### src/rtl/otter_pkg.sv
// Shared definitions for the OTTER fetch front end: fetch sequencer
// states and the default PC / instruction widths and reset vector.
package otter_pkg;

    // Fetch sequencer states. S_IDLE only exists for the single dead
    // cycle after reset; S_REQ holds a level request to instruction
    // memory; S_VALID presents a fetched instruction to decode.
    typedef enum logic [1:0] {
        S_IDLE  = 2'd0,
        S_REQ   = 2'd1,
        S_VALID = 2'd2
    } fetch_state_t;

    localparam int             PC_W      = 10;
    localparam int             INSTR_W   = 32;
    localparam logic [PC_W-1:0] RESET_VEC = 10'h000;

endpackage : otter_pkg

### src/rtl/pc_fetch_unit.sv
// Program-counter register and instruction-fetch sequencer.
// Holds the current PC, feeds PC+1 back to the PC select mux, issues
// one word fetch per instruction and hands the fetched word to decode
// with a valid/accept handshake. A redirect (trap/interrupt entry)
// aborts any fetch in flight and restarts fetching at PC_IN.
module pc_fetch_unit
    import otter_pkg::*;
#(
    parameter int                ADDR_W   = PC_W,
    parameter int                DATA_W   = INSTR_W,
    parameter logic [ADDR_W-1:0] RESET_PC = RESET_VEC
) (
    input  logic              CLK,
    input  logic              RST,
    input  logic [ADDR_W-1:0] PC_IN,
    input  logic              IR_ACCEPT,
    input  logic              REDIRECT,
    input  logic              IMEM_ACK,
    input  logic [DATA_W-1:0] IMEM_DATA,
    output logic [ADDR_W-1:0] PC,
    output logic [ADDR_W-1:0] NEXT_PC,
    output logic              IMEM_REQ,
    output logic [ADDR_W-1:0] IMEM_ADDR,
    output logic [DATA_W-1:0] IR,
    output logic              IR_VALID
);

    fetch_state_t      state_q;
    logic [ADDR_W-1:0] pc_q;
    logic [DATA_W-1:0] ir_q;
    logic              ir_valid_q;
    logic              imem_req_q;
    logic [ADDR_W-1:0] next_pc_s;

    // Inline incrementer; wraps modulo 2^ADDR_W with no carry out.
    assign next_pc_s = pc_q + {{(ADDR_W-1){1'b0}}, 1'b1};

    // Sequencer, PC and IR registers. Request and valid are registered
    // alongside the state so they are glitch-free and mutually exclusive.
    always_ff @(posedge CLK) begin
        if (RST) begin
            state_q    <= S_IDLE;
            pc_q       <= RESET_PC;
            ir_q       <= {DATA_W{1'b0}};
            ir_valid_q <= 1'b0;
            imem_req_q <= 1'b0;
        end else if (REDIRECT) begin
            // Redirect wins over a same-cycle ack (data dropped, IR kept)
            // and over a same-cycle accept.
            state_q    <= S_REQ;
            pc_q       <= PC_IN;
            ir_valid_q <= 1'b0;
            imem_req_q <= 1'b1;
        end else begin
            case (state_q)
                S_IDLE: begin
                    // Dead cycle after reset; a stale ack here is ignored.
                    state_q    <= S_REQ;
                    ir_valid_q <= 1'b0;
                    imem_req_q <= 1'b1;
                end
                S_REQ: begin
                    // Request is held as a level until memory acks;
                    // accept is meaningless here and PC stays put.
                    if (IMEM_ACK) begin
                        state_q    <= S_VALID;
                        ir_q       <= IMEM_DATA;
                        ir_valid_q <= 1'b1;
                        imem_req_q <= 1'b0;
                    end else begin
                        state_q    <= S_REQ;
                        ir_valid_q <= 1'b0;
                        imem_req_q <= 1'b1;
                    end
                end
                S_VALID: begin
                    // Decode consumes the instruction: take the mux output
                    // and start the next fetch straight away.
                    if (IR_ACCEPT) begin
                        state_q    <= S_REQ;
                        pc_q       <= PC_IN;
                        ir_valid_q <= 1'b0;
                        imem_req_q <= 1'b1;
                    end else begin
                        state_q    <= S_VALID;
                        ir_valid_q <= 1'b1;
                        imem_req_q <= 1'b0;
                    end
                end
                default: begin
                    // Unreachable encoding: fall back to a clean restart.
                    state_q    <= S_IDLE;
                    ir_valid_q <= 1'b0;
                    imem_req_q <= 1'b0;
                end
            endcase
        end
    end

    assign PC        = pc_q;
    assign NEXT_PC   = next_pc_s;
    assign IMEM_ADDR = pc_q;
    assign IMEM_REQ  = imem_req_q;
    assign IR        = ir_q;
    assign IR_VALID  = ir_valid_q;

endmodule : pc_fetch_unit

### config.mk
export PLATFORM = sky130hd
export DESIGN_NAME = pc_fetch_unit
export DESIGN_NICKNAME = d
export VERILOG_FILES = /design/src/rtl/otter_pkg.sv /design/src/rtl/pc_fetch_unit.sv
export SDC_FILE = /design/constraint.sdc
export NUM_CORES = 1
export LEC_CHECK = 0
export BUFFER_PORTS_ARGS = -buffer_cell sky130_fd_sc_hd__clkbuf_2
export CORE_MARGIN = 5
export CORE_UTILIZATION = 44
export DETAILED_ROUTE_END_ITERATION = 7
export PLACE_DENSITY = 0.87
export SLEW_MARGIN = 10
export SYNTH_ARGS = -nofsm -noshare
export SYNTH_HDL_FRONTEND = slang
export SYNTH_SLANG_ARGS = --single-unit
### constraint.sdc
create_clock -name CLK -period 1.5 [get_ports CLK]
set_input_delay 0.075 -clock CLK [delete_from_list [all_inputs] [get_ports CLK]]
set_output_delay 0.075 -clock CLK [all_outputs]
set_load 0.05 [all_outputs]
==> summary.txt <==
Run status
  – Status: complete, but fails checks
  – Failing checks: negative setup slack

Synth
  – Register area share after synthesis: a little under half
  – Top-area cell type share of the netlist area: 45.6%
  – Most used DFF post-synth: dfxtp_1
  – Syn Nets: between 200 and 300
  – Async SR Flop Fraction: 0%
  – Netlist cell types: 27
  – Yosys reg bits: 45
  – Post-Syn Instances: 234
  – Most frequent cell after synthesis: nand2_1
  – Netlist Area Pre-Place: 1980 µm²
  – Top cells by area, synth: dfxtp_1 (46%), nand2_1 (17%), a21oi_2 (8.9%)
  – EDFF count, synth: 0
  – Synth Warn #: 0
  – Synth area leader: dfxtp_1
  – Post-synth top cells: nand2_1 (87), dfxtp_1 (45), a21oi_1 (23), a21oi_2 (20), buf_4 (12)
  – Mean Syn Cell Area: 8.44 µm²

Clock tree
  – Worst-Skew Late Latency: around 0.29 ns
  – CTS tree: built
  – Worst-path clk slew: approximately 0.080 ns
  – Htree depth: 2
  – Total CTS buffers: 5
  – Clock root cell: clkbuf_8
  – Clock sink count: 45
  – Clock buffer depth: 2

Floorplanning
  – Die Wd: 77.0 µm
  – Die height: around 77 µm
  – # IOs: 111
  – Core area: between 4000 and 5000 µm²
  – Starting Density: a little under half
  – # rows: 24
  – Die area: between 5000 and 6000 µm²

Setup path
  – Crit path DAT: approximately 1.5 ns
  – Critical path peak fanout: 4
  – Required time of the critical path: around 1.4 ns
  – Startpoint types: register
  – Critical path class: register to primary output
  – Worst setup path start: IMEM_ADDR[5]
  – Worst setup EP type: primary output
  – Reg2reg start: state_q[1]
  – R2r setup slk: 0.14 ns
  – Crit path to: NEXT_PC[8]
  – Reg2Reg Capture Point: IR[16]
  – Worst Reg-to-Reg Cells: 6

Drt
  – Top layer in use: met4
  – Final WL: between 5 and 6 mm
  – Drt pass-1 iters: 4
  – Antenna-violating nets left: 0
  – DRC viols: 0
  – Met3 WL post-DR: 518 µm
  – WL met2: roughly 3 mm
  – Met1 Routed Length: about 2.3 mm
  – Initial DRC count: 79
  – WL per Instance: 13.9 µm
  – Vias per cell: slightly below 5
  – Vias: between 2k and 2.5k

Place
  – Gpl congestion: ~0.76
  – Hpwl dp: ~4.0 mm
  – Dpl cell area: around 2700 µm²
  – PortBufs: 110
  – Dpl ws: around 0.047 ns

Finish
  – Final design area excluding fillers: around 3100 µm²
  – # diodes: 0
  – Area of the multi-input gates: 1020 µm²
  – Layout cell share with drive strength beyond 1: approximately half
  – Register area: approximately 930 µm²
  – Area Growth Syn to Fin: 55.5%
  – Fill count: between 300 and 400
  – Nets: about 420

Timing
  – RSZ-0062 raised after global routing: yes
  – Final setup violating endpoints: 4
  – Post-route minimum period: around 1.6 ns
  – Worst rel slew slack: between 70% and 80%
  – Setup TNS: -0.148 ns
  – Clk_skew: roughly 0.013 ns
  – Period utilization: 105%
  – Hold Fails Final Rpt: 0
  – Final Slew Violations: 0
  – Final WS setup: -0.0781 ns
  – Worst Max-Slew Pin Slew: between 0.3 and 0.4 ns
  – FMAX: about 630 MHz

Power and ir drop
  – Lkg Pwr: 0.00141 µW
  – Overall Power: between 2000 and 3000 µW
  – Power Density: roughly 880 nW/µm²
  – Peak supply drop: just over 0.5 mV

Global routing
  – Grt total ovfl: 0
  – Tot GR Track Use: a little under a fifth
  – Initial antenna violation count: 0
  – First-pass GRT wire length: 9.45 mm
  – Vias in the first global route: 2000
  – Largest net degree at the start of global routing: 20

Job
  – Max-cap violations: 0

Hold path
  – Hold crit path type: primary input to register
flip-flops by register name, indices dropped and copies added, names as in the netlist:
name and count:
IR_VALID 1, IMEM_ADDR 10, IR 32, state_q 1, IMEM_REQ 1
worst max-delay path, stage by stage (launching register included):
cell and delay [ns]:
dfxtp_4 0.34, and4_4 0.25, nand4_1 0.23, xnor2_4 0.24, buf_8 0.16
per-layer routing:
layer,up-vias,track usage (%)
met5,-,0
met1,916,22.5
met4,0,5.84
li1,1011,-
met2,97,33.3
met3,7,5.15
per-stage QoR:
step | instances | utilization [%] | hold slack, ns
after global routing | 418 | 70.6 | 0.000246
final | 418 | 70.6 | 0.00732
after floorplan | 234 | - | 0.163
after global placement | 386 | 60.9 | 0.299
after CTS | 416 | 69.2 | 0.000200
after detailed placement | 386 | 60.9 | 0.298
kinds of logic after synthesis:
| group | share of synthesized area, % |
|---|---|
| DFF | 45.6 |
| xor gates and xnor gates | 3.55 |
| buffers and inverters | 9.44 |
| adders and majority gates | 3.17 |
| and+or+nand+nor | 21.5 |
| AOI/OAI and AO/OA | 16.8 |
where the power goes:
group	leakage [µW]	switching, µW	internal [µW]
sequential	0.000372	36.4	1240
clock	0.0000424	384	333
combinational	0.000999	463	241
total	0.00141	884	1810
how the worst min path moves through the flow:
stage,cells after the start,startpoint,end
6_report,3,IMEM_DATA[19],IR[19]
3_5_place_dp,3,PC_IN[5],IMEM_ADDR[5]
4_1_cts,3,IMEM_DATA[0],IR[0]
3_3_place_gp,3,IMEM_DATA[13],IR[13]
5_1_grt,3,IMEM_DATA[26],IR[26]
2_1_floorplan,1,REDIRECT,IR_VALID
area by class of cell:
| cell class | count | area share (%) |
|---|---|---|
| clock buffers | 7 | 2.48 |
| multi-input cells | 161 | 33.3 |
| repair buffers | 147 | 30.9 |
| inverters | 5 | 0.611 |
| flip-flops and latches | 45 | 30.2 |
| clock inverters | 1 | 0.285 |
| well taps | 52 | 2.12 |
cells in the final DEF (no fill, tap or decap):
cell	count
ha_4	1
a2111oi_0	2
dlygate4sd3_1	20
clkbuf_1	2
buf_4	15
nand3_2	1
a31oi_1	1
clkinv_4	1
ha_2	1
xor2_2	1
clkbuf_8	6
nand2_1	86
and3_1	1
a21oi_1	23
or2b_1	1
dfxtp_4	6
nand4_1	3
nand3_1	2
clkbuf_2	102
xnor2_4	4
dfxtp_2	4
ha_1	3
nand2_2	1
buf_6	1
and4_4	1
and3b_2	1
a21oi_2	20
and3_4	1
clkbuf_4	1
inv_1	5
o21ba_2	1
dfxtp_1	35
buf_8	6
xnor2_2	3
a21o_1	1
buf_2	1
nand2b_1	1
nand3b_4	1
repair_timing:
item	4_1_cts	5_1_grt
setup buffers	3	1
resized for setup	16	15
pin swaps	5	5
hold buffers	19	1
setup endpoints to repair	7	23
hold endpoints to repair	19	1
No activity file was read; power rests on OpenSTA's default activity.
